===== config.mk =====
export PLATFORM = sky130hd
export DESIGN_NAME = unified_mem_arbiter
export DESIGN_NICKNAME = d
export VERILOG_FILES = /design/src/rtl/unified_mem_arbiter.sv
export SDC_FILE = /design/constraint.sdc
export NUM_CORES = 1
export LEC_CHECK = 0
export BUFFER_PORTS_ARGS = -buffer_cell sky130_fd_sc_hd__buf_2
export CAP_MARGIN = 20
export CORE_MARGIN = 1.5
export CORE_UTILIZATION = 42
export CTS_CLUSTER_SIZE = 14
export DETAILED_ROUTE_END_ITERATION = 8
export PLACE_DENSITY = 0.8
export SYNTH_ARGS = -nofsm -noshare
export SYNTH_HDL_FRONTEND = slang
export SYNTH_SLANG_ARGS = --single-unit

===== constraint.sdc =====
create_clock -name clk -period 2.19 [get_ports clk]
set_input_delay 0.219 -clock clk [delete_from_list [all_inputs] [get_ports clk]]
set_output_delay 0.219 -clock clk [all_outputs]
set_load 0.1 [all_outputs]

===== src/rtl/unified_mem_arbiter.sv =====
// Unified memory arbiter: one single-ported sync-read memory shared by fetch (IF) and load/store (D).
// Ports: clk/rst; IF req/addr/gnt/rvalid/rdata; D req/we/be/addr/wdata/gnt/rvalid/rdata; mem_*; busy.
module unified_mem_arbiter #(
  parameter int AW         = 12,
  parameter int DW         = 32,
  parameter int MEM_LAT    = 1,
  parameter int MAX_STREAK = 4
) (
  input  logic          clk,
  input  logic          rst,
  input  logic          if_req,
  input  logic [AW-1:0] if_addr,
  output logic          if_gnt,
  output logic          if_rvalid,
  output logic [DW-1:0] if_rdata,
  input  logic          d_req,
  input  logic          d_we,
  input  logic [3:0]    d_be,
  input  logic [AW-1:0] d_addr,
  input  logic [DW-1:0] d_wdata,
  output logic          d_gnt,
  output logic          d_rvalid,
  output logic [DW-1:0] d_rdata,
  output logic          mem_en,
  output logic          mem_we,
  output logic [3:0]    mem_be,
  output logic [AW-3:0] mem_addr,
  output logic [DW-1:0] mem_wdata,
  input  logic [DW-1:0] mem_rdata,
  output logic          busy
);

  localparam int CW = (MEM_LAT > 1) ? $clog2(MEM_LAT) : 1;
  localparam int SW = $clog2(MAX_STREAK + 1);

  typedef enum logic [1:0] {
    S_IDLE,
    S_WAIT,
    S_RESP
  } state_e;

  typedef enum logic [1:0] {
    O_NONE,
    O_IF,
    O_DLD,
    O_DST
  } owner_e;

  state_e        state_q, state_d;
  owner_e        owner_q, owner_d;
  logic [CW-1:0] cnt_q, cnt_d;
  logic [SW-1:0] streak_q, streak_d;
  logic [DW-1:0] if_rdata_q, if_rdata_d;
  logic [DW-1:0] d_rdata_q, d_rdata_d;

  logic arb, force_if, d_win, if_win;

  // Word-aligned accesses: the byte offset bits are deliberately dropped.
  logic unused_lsbs;
  assign unused_lsbs = ^{if_addr[1:0], d_addr[1:0]};

  // Arbitration is gated by rst so nothing is granted while in reset.
  assign arb      = rst && ((state_q == S_IDLE) || (state_q == S_RESP));
  assign force_if = if_req && (streak_q == SW'(MAX_STREAK));
  assign d_win    = arb && d_req && !force_if;
  assign if_win   = arb && if_req && !d_win;

  always_comb begin
    state_d    = state_q;
    owner_d    = owner_q;
    cnt_d      = cnt_q;
    streak_d   = streak_q;
    if_rdata_d = if_rdata_q;
    d_rdata_d  = d_rdata_q;
    if_gnt     = 1'b0;
    d_gnt      = 1'b0;
    mem_en     = 1'b0;
    mem_we     = 1'b0;
    mem_be     = 4'h0;
    mem_addr   = '0;
    mem_wdata  = '0;

    if (state_q == S_RESP) begin
      state_d = S_IDLE;
      owner_d = O_NONE;
    end

    if (state_q == S_WAIT) begin
      if (cnt_q == CW'(MEM_LAT - 1)) begin
        state_d = S_RESP;
        unique case (owner_q)
          O_IF:    if_rdata_d = mem_rdata;
          O_DLD:   d_rdata_d  = mem_rdata;
          default: ;
        endcase
      end else begin
        cnt_d = cnt_q + CW'(1);
      end
    end

    unique case (1'b1)
      d_win: begin
        d_gnt     = 1'b1;
        mem_en    = 1'b1;
        mem_we    = d_we;
        mem_be    = d_be;
        mem_addr  = d_addr[AW-1:2];
        mem_wdata = d_wdata;
        owner_d   = d_we ? O_DST : O_DLD;
        state_d   = S_WAIT;
        cnt_d     = '0;
        if (!if_req)
          streak_d = '0;
        else if (streak_q != SW'(MAX_STREAK))
          streak_d = streak_q + SW'(1);
      end
      if_win: begin
        if_gnt   = 1'b1;
        mem_en   = 1'b1;
        mem_be   = 4'hF;
        mem_addr = if_addr[AW-1:2];
        owner_d  = O_IF;
        state_d  = S_WAIT;
        cnt_d    = '0;
        streak_d = '0;
      end
      default: ;
    endcase
  end

  always_ff @(posedge clk or negedge rst) begin
    if (!rst) begin
      state_q    <= S_IDLE;
      owner_q    <= O_NONE;
      cnt_q      <= '0;
      streak_q   <= '0;
      if_rdata_q <= '0;
      d_rdata_q  <= '0;
    end else begin
      state_q    <= state_d;
      owner_q    <= owner_d;
      cnt_q      <= cnt_d;
      streak_q   <= streak_d;
      if_rdata_q <= if_rdata_d;
      d_rdata_q  <= d_rdata_d;
    end
  end

  assign if_rvalid = (state_q == S_RESP) && (owner_q == O_IF);
  assign d_rvalid  = (state_q == S_RESP) &&
                     ((owner_q == O_DLD) || (owner_q == O_DST));
  assign if_rdata  = if_rdata_q;
  assign d_rdata   = d_rdata_q;
  assign busy      = (state_q == S_WAIT);

endmodule


==> results of run 1 <==
==> path summary, 6_finish.rpt <==
check | slack (ns) | from | end | cells after the start
max | 0.008 | state_q[1] | mem_wdata[8] | 6
min | 0.13 | mem_rdata[30] | d_rdata[30] | 2
max reg2reg | 0.43 | state_q[0] | d_rdata[12] | 5
min reg2reg | 0.50 | if_rdata[0] | if_rdata[0] | 1
max in group asynchronous | 1.44 | rst | d_rdata[1] | 2
min in group asynchronous | 0.18 | rst | owner_q[0] | 2
==> layout by cell type (no fill, tap or decap), types with 2 or more instances in the layout <==
master,synthesis,layout
ha_2,0,2
clkinv_2,0,2
buf_2,8,159
o22ai_1,2,2
and2_4,0,20
a21oi_4,0,2
o21ai_0,2,2
dfrtp_1,71,71
mux2_2,64,64
and2_2,0,9
and2_1,34,5
ha_1,5,2
inv_2,0,2
buf_4,1,14
and3_4,1,5
nor2b_1,2,2
inv_1,7,5
nand3b_1,2,2
nand2_1,8,8
buf_12,0,51
clkbuf_8,0,10
nand3_1,22,21
clkinvlp_4,0,2
a21oi_2,0,13
==> through the flow <==
step | instance area, um2 | setup slack [ns] | total power, mW | TNS, ns | cells
global route | 5630 | -0.0448 | 3.22 | -0.422 | 590
detailed placement | 5210 | -0.0743 | 2.15 | -0.380 | 562
global placement | 5210 | 0.00250 | 2.13 | 0 | 562
finish | 5630 | 0.00840 | 3.09 | 0 | 590
CTS | 5520 | -0.0200 | 3.11 | -0.0200 | 585
floorplan | 3340 | -0.625 | 1.95 | -6.19 | 263
==> what timing repair did <==
action,CTS,global route
setup buffers,3,5
cloned,4,0
setup endpoints to repair,49,49
pin swaps,3,2
resized for setup,17,30
==> power groups by stage <==
stage               Combinational (mW)  Sequential, mW  Clock (mW)
finish                           0.734            1.40       0.962
global route                     0.762            1.41        1.05
CTS                              0.733            1.40       0.981
detailed placement               0.727            1.43           0
global placement                 0.714            1.42           0
floorplan                       0.0812            1.87           0
==> flip-flops by register name, summed over array words and instances (netlist names) <==
register,count
owner_q,2
d_rdata,32
streak_q,3
if_rdata,32
state_q,2
==> per-layer routing <==
layer / vias up / share of wire [%] / global-route usage, %
met4: 0 / 4.0 / 11.5
li1: 1362 / - / -
met5: - / 0 / 0
met2: 165 / 54 / 46.1
met1: 1465 / 35 / 26.8
met3: 33 / 7.0 / 7.04
==> layout make-up <==
| class | instances | area [um2] | share of cell area (%) |
|---|---|---|---|
| multi-input cells | 172 | 1590 | 28.2 |
| repair buffers | 225 | 1930 | 34.3 |
| clock inverters | 6 | 45.0 | 0.800 |
| clock buffers | 10 | 138 | 2.44 |
| well taps | 99 | 124 | 2.20 |
| flip-flops and latches | 71 | 1780 | 31.6 |
| inverters | 7 | 26.3 | 0.467 |
==> worst max-delay path, stage by stage (launching register included) <==
cell     delay [ns]
dfrtp_1        0.44
ha_4           0.19
buf_4          0.15
o21a_4         0.25
and3_4         0.23
and2_2         0.22
buf_12         0.17
==> kinds of logic (layout without fill, tap and decap cells) <==
group,Yosys count,after routing,share of synthesized area [%]
AOI/OAI and AO/OA,26,26,4.71
adders and majority gates,5,5,1.91
buffers and inverters,24,248,4.10
DFF,71,71,54.4
muxes,65,65,22.4
and+or+nand+nor,72,76,12.6
==> flow_metrics.tcl, run 1 <==
set metrics [dict create \
    grt_antenna_before_repair 0 \
    post_synth_num_cell_types 28 \
    remaining_drc_errors 0 \
    run_status "finished, final reports clean" \
    dieHeight_um 91.2 \
    drt_first_pass_iters 4 \
    cp.required_ns 1.97 \
    drtAntennaViolNets 0 \
    timing.final.hold_violations 0 \
    design.final.nets 588 \
    synth.yosys.warnings 0 \
    total_routed_wirelength_um 10800 \
    final_design_utilization_pct 76.0 \
    hold_path.class "input pin to flip-flop" \
    synth_fp_nets 365 \
    detailroute.via_count 3025 \
    number_of_enable_type_register_cells_in_the_synthesized_netlist 0 \
    core_outline_area_um2 7410 \
    clock_latency_ns 0.33 \
    grt_max_degree 72 \
    seqPwrFrac_pct 45.2 \
    seq_area_frac_synth_pct 54.4 \
    first_pass_grt_wire_length_um 16300 \
    maxCapViolations 0 \
    min_period_ns 2.18 \
    gr-usage-all-layers_pct 25.3 \
    drt-initial-drc-count 109 \
    slew_headroom_pct 41.5 \
    timing.critical_path.from_type "flip-flop" \
    ys_seq_elements 71 \
    worst_pin_slew_ns 0.878 \
    synth_most_common_cell "dfrtp_1" \
    row_count 31 \
    die-width_um 91.2 \
    crit_arrival_ns 1.96 \
    avgRoutedWirePerCell_um 18.3 \
    maxSlewViolCount 0 \
    path_max_fanout 9 \
    power.switching_mw 1.13 \
    globalRoute.totalOverflow 0 \
    max-vdd-ir-drop_mv 0.556 \
    async_sr_flop_fraction_pct 100 \
    synthesis.instances 263 \
    top_post_synthesis_cells_by_area "dfrtp_1 (54%), mux2_2 (22%), and2_1 (6.5%), nand3_1 (3.4%), a21oi_1 (2.3%)" \
    cts.root.buffer_cell "clkbuf_8" \
    cts.sink_count 71 \
    vias_per_cell 5.13 \
    filler_cell_count 482 \
    setup_viol 0 \
    syn-cell-area_um2 3270 \
    cts.htree.levels 3 \
    first_global_vias 3126 \
    clock_path_buffers 2 \
    power_density_over_the_cells_nw_per_um2 550 \
    cts.reportedPaths.clkPinSlew_ns 0.08 \
    synth.largest_area_cell "dfrtp_1" \
    grt_setup_unrepaired "true" \
    cts_made_buffers 9 \
    worst_hold_slack_ns 0.126 \
    power.share.switching_pct 36.4 \
    yosys.area.top_type_share_pct 54.4 \
    static-leakage-power_nw 2.65 \
    initial_core_util_pct 44.1 \
    cp-end-kind "primary output" \
    fin_worst_skew_ns 0.0111 \
    post_synth.cell_area_avg_um2 12.4 \
    gpl.final_weighted_congestion 0.806 \
    internal_power_mw 1.97 \
    timing.setup.critical_path_class "flip-flop to primary output" \
    power.clock.fraction_pct 31.1 \
    share_of_total_power_in_combinational_logic_pct 23.7 \
    tritoncts_clock_tree "yes" \
    num_antenna_cells 0 \
    dieArea_um2 8320 \
    synthToLayoutAreaGrowth_pct 72.3 \
    final_layout_size_suffix_gt1_share_pct 74.1 \
    fmax_ghz 0.458 \
    min_period_over_period_pct 99.6 \
    floorplan.io_pins 214 \
    place_hpwl_um 7660 \
    yosys_most_used_dff "dfrtp_1" \
    synth_common_cells "dfrtp_1 (71), mux2_2 (64), and2_1 (34)" \
    postCtsHoldBufs 0 \
    buffer_ports.inserted 209 \
]
Power figures use the tool's default switching activity.
==> inputs of run 2 (changes only) <==
Clock period 2.19 ns to 2.45 ns, I/O delays scaled along.
==> flow_metrics.tcl, run 2 (same netlist as run 1, synthesis figures left out) <==
set metrics [dict create \
    globalRoute.totalOverflow 0 \
    drt_first_pass_iters 4 \
    power_density_over_the_cells_nw_per_um2 564 \
    run_status "finished, final reports clean" \
    vias_per_cell 4.91 \
    drt-initial-drc-count 82 \
    final_layout_size_suffix_gt1_share_pct 64.3 \
    drtAntennaViolNets 0 \
    fmax_ghz 0.440 \
    initial_core_util_pct 44.1 \
    max-vdd-ir-drop_mv 0.257 \
    cts.htree.levels 3 \
    filler_cell_count 533 \
    cts.reportedPaths.clkPinSlew_ns 0.08 \
    design.final.nets 576 \
    maxSlewViolCount 0 \
    worstSetupStartpoint "state_q[0]" \
    hold_path.class "input pin to flip-flop" \
    timing.critical_path.from_type "flip-flop" \
    setup_viol 0 \
    final_design_utilization_pct 73.4 \
    cts.root.buffer_cell "clkbuf_8" \
    floorplan.io_pins 214 \
    crit_arrival_ns 2.03 \
    gr-usage-all-layers_pct 23.7 \
    static-leakage-power_nw 2.59 \
    crit-reg2reg-launch "state_q[1]" \
    cp.required_ns 2.20 \
    tritoncts_clock_tree "yes" \
    grt_antenna_before_repair 0 \
    clock_path_buffers 2 \
    grt_max_degree 64 \
    grt_setup_unrepaired "false" \
    cp-end-kind "primary output" \
    core_outline_area_um2 7410 \
    tns_ns 0 \
    first_pass_grt_wire_length_um 15400 \
    dieArea_um2 8320 \
    leading_cell_type_in_the_layout_fill_and_taps_excluded "buf_2" \
    cts.sink_count 71 \
    num_antenna_cells 0 \
    min_period_over_period_pct 92.7 \
    buffer_ports.inserted 209 \
    clock_latency_ns 0.35 \
    mostFrequentLayoutCells "buf_2 (159), dfrtp_1 (71), mux2_2 (64)" \
    end_of_the_critical_path "mem_wdata[12]" \
    path_max_fanout 18 \
    regToRegSetupSlack_ns 0.73 \
    dieHeight_um 91.2 \
    worst_pin_slew_ns 0.772 \
    place_hpwl_um 7190 \
    reg2regPathDepth 5 \
    worstReg2RegEnd "d_rdata[18]" \
    timing.setup.critical_path_class "flip-flop to primary output" \
    fin_worst_skew_ns 0.00746 \
    avgRoutedWirePerCell_um 16.4 \
    total_routed_wirelength_um 9500 \
    slew_headroom_pct 48.5 \
    min_period_ns 2.27 \
    gpl.final_weighted_congestion 0.768 \
    first_global_vias 3060 \
    timing.final.hold_violations 0 \
    detailroute.via_count 2837 \
    cts_made_buffers 9 \
    postCtsSetupRepairBufs 0 \
    detailedPlace.worstSlack_ns 0.419 \
    synthToLayoutAreaGrowth_pct 66.3 \
    row_count 31 \
    layout_setup_ws_ns 0.179 \
    maxCapViolations 0 \
    remaining_drc_errors 0 \
    die-width_um 91.2 \
]
run 2: where the power goes:
part	internal, mW	switching [mW]	total (mW)
Sequential	1.22	0.0266	1.25
Clock	0.711	0.453	1.16
Combinational	0.136	0.516	0.652
run 2: final cells by class:
cell class	instances	area (um2)	share of cell area, %
clock inverters	6	115	2.12
multi-input cells	169	1410	25.8
flip-flops and latches	71	1780	32.7
clock buffers	10	138	2.53
repair buffers	216	1850	34.1
well taps	99	124	2.28
inverters	7	26.3	0.483
run 2: through the flow:
stage | area (um2) | std cells | hold WS, ns | power, mW
after floorplan | 3300 | 263 | -0.0506 | 1.74
after global placement | 5160 | 560 | 0.239 | 1.91
after detailed placement | 5160 | 560 | 0.232 | 1.93
final | 5440 | 578 | 0.140 | 3.07
after global routing | 5440 | 578 | 0.127 | 3.18
after CTS | 5420 | 577 | 0.130 | 3.09
run 2: what timing repair did:
action                                 4_1_cts  5_1_grt
hold buffers                                 1        0
gates resized for setup                      0        2
setup endpoints to repair                    0       33
endpoints found under the hold margin        8        0
run 2: worst max-delay path: stages (launching register included):
cell	delay, ns
dfrtp_1	0.39
inv_1	0.10
ha_1	0.24
o21a_2	0.24
and3_4	0.33
and2_1	0.21
buf_12	0.18
run 2: layer usage:
layer  global-route usage (%)  part of all wire (%)
met3                     4.36                   4.9
met5                        0                     0
met1                     26.5                    37
met2                     44.8                    57
met4                     7.94                   1.7
run 2: worst min path at each step:
| stage | from | end | slack (ns) | depth (start not counted) |
|---|---|---|---|---|
| after floorplan | rst | d_rdata[0] | -0.05 | 0 |
| after global placement | rst | d_rdata[8] | 0.24 | 2 |
| after detailed placement | rst | state_q[1] | 0.23 | 2 |
| after CTS | mem_rdata[4] | if_rdata[4] | 0.13 | 2 |
| after global routing | mem_rdata[1] | if_rdata[1] | 0.13 | 2 |
| final | mem_rdata[19] | if_rdata[19] | 0.14 | 2 |
==> inputs of run 3 (changes only) <==
Settings changed: PLACE_DENSITY 0.8 to default, PLACE_DENSITY_LB_ADDON from default to 0.1.
==> flow_metrics.tcl, run 3 (same netlist as run 1, synthesis figures left out) <==
set metrics [dict create \
    cts.sink_count 71 \
    detailroute.via_count 2796 \
    critical_path.max_stage_delay_ns 0.39 \
    place_hpwl_um 7190 \
    maxSlewViolCount 0 \
    tns_ns 0 \
    wl_met2_um 4580 \
    floorplan.io_pins 214 \
    total_routed_wirelength_um 9200 \
    max-vdd-ir-drop_mv 0.577 \
    drt_first_pass_iters 5 \
    dieArea_um2 8320 \
    crit-reg2reg-launch "state_q[0]" \
    worstReg2RegEnd "owner_q[0]" \
    first_pass_grt_wire_length_um 14300 \
    postLayoutCellArea_um2 5380 \
    power_density_over_the_cells_nw_per_um2 519 \
    clock_path_buffers 2 \
    worstSetupStartpoint "state_q[0]" \
    cp-end-kind "primary output" \
    cp.required_ns 2.20 \
    totalPowerFinal_mw 2.79 \
    fmax_ghz 0.439 \
    initial_core_util_pct 44.1 \
    row_count 31 \
    slew_headroom_pct 42.7 \
    core_outline_area_um2 7410 \
    regToRegSetupSlack_ns 0.76 \
    grt_max_degree 72 \
    postCtsHoldBufs 0 \
    globalRoute.totalOverflow 0 \
    dieHeight_um 91.2 \
    clock_latency_ns 0.33 \
    cts.htree.levels 3 \
    crit_path_top_delay_cell "dfrtp_1" \
    run_status "finished, final reports clean" \
    grt_antenna_before_repair 0 \
    first_global_vias 2786 \
    postCtsSetupRepairBufs 0 \
    cts.root.buffer_cell "clkbuf_8" \
    maxCapViolations 0 \
    static-leakage-power_nw 2.56 \
    reg2regPathDepth 6 \
    final_layout_size_suffix_gt1_share_pct 64.5 \
    min_period_ns 2.28 \
    cts.reportedPaths.clkPinSlew_ns 0.07 \
    timing.setup.critical_path_class "flip-flop to primary output" \
    crit_arrival_ns 2.03 \
    design.final.nets 576 \
    tritoncts_clock_tree "yes" \
    finalNonFillerCells 578 \
    worst_pin_slew_ns 0.860 \
    num_antenna_cells 0 \
    vias_per_cell 4.84 \
    mostFrequentLayoutCells "buf_2 (159), dfrtp_1 (71), mux2_2 (64)" \
    hold_path.class "input pin to asynchronous set/reset pin" \
    crit_chain "inv_1, ha_1, o21a_2, and3_4, and2_1, buf_12" \
    layout_setup_ws_ns 0.170 \
    top_layer "met4" \
    timing.critical_path.from_type "flip-flop" \
    timing.final.hold_violations 0 \
    avgRoutedWirePerCell_um 15.9 \
    fin_worst_skew_ns 0.00965 \
    die-width_um 91.2 \
    gpl.final_weighted_congestion 0.789 \
    min_period_over_period_pct 93.1 \
    grt_setup_unrepaired "false" \
    met3_length_um 709 \
    setup_viol 0 \
    cts_made_buffers 9 \
    synthToLayoutAreaGrowth_pct 64.6 \
    placement.cell_area_um2 5170 \
    leading_cell_type_in_the_layout_fill_and_taps_excluded "buf_2" \
    buffer_ports.inserted 209 \
    path_max_fanout 18 \
    detailedPlace.worstSlack_ns 0.398 \
    drtAntennaViolNets 0 \
    place.detailed.instances 561 \
    gr-usage-all-layers_pct 22.1 \
    drt-initial-drc-count 71 \
    m1WireLength_um 3820 \
    remaining_drc_errors 0 \
    final_design_utilization_pct 72.6 \
    worst_hold_slack_ns 0.150 \
]
## run 3: changes by cell type in the layout (fill, tap and decap cells not counted), sizes merged
cell	before	now
bufinv	3	1
clkinv	0	3
inv	9	8
dlygate4sd3	1	0
buf	215	216
## run 3: worst max-delay path, delay by kind of cell (launching register included)
kind | cells | cell delay (ns)
fa+ha+maj | 1 | 0.24
buf+inv | 2 | 0.28
compound gates | 1 | 0.24
flops | 1 | 0.39
simple gates | 2 | 0.54
## run 3: final cells by class
class,instances,area (um2)
flip-flops and latches,71,1780
clock inverters,6,68.8
fillers,530,2030
well taps,99,124
multi-input cells,169,1410
inverters,7,26.3
repair buffers,216,1850
clock buffers,10,128
## run 3: worst max-delay path by stage
stage,slack [ns],end
3_5_place_dp,0.40,mem_wdata[21]
2_1_floorplan,-0.39,mem_addr[4]
3_3_place_gp,0.45,mem_wdata[24]
6_report,0.17,mem_wdata[17]
4_1_cts,0.01,mem_wdata[24]
5_1_grt,0.04,mem_wdata[31]
## run 3: per-layer routing
layer	up-vias	track usage (%)
li1	1330	-
met1	1341	27.4
met2	116	36.4
met3	9	7.96
met4	0	5.60
met5	-	0
## run 3: what timing repair did
action | CTS | global route
resized for setup | 1 | 2
pin swaps | 0 | 1
gates cloned | 0 | 1
endpoints found under the setup margin | 1 | 33
## run 3: report_power, final
| group | internal (mW) | switching, mW |
|---|---|---|
| sequential | 1.23 | 0.0251 |
| clock | 0.475 | 0.421 |
| combinational | 0.134 | 0.512 |
| total | 1.83 | 0.958 |
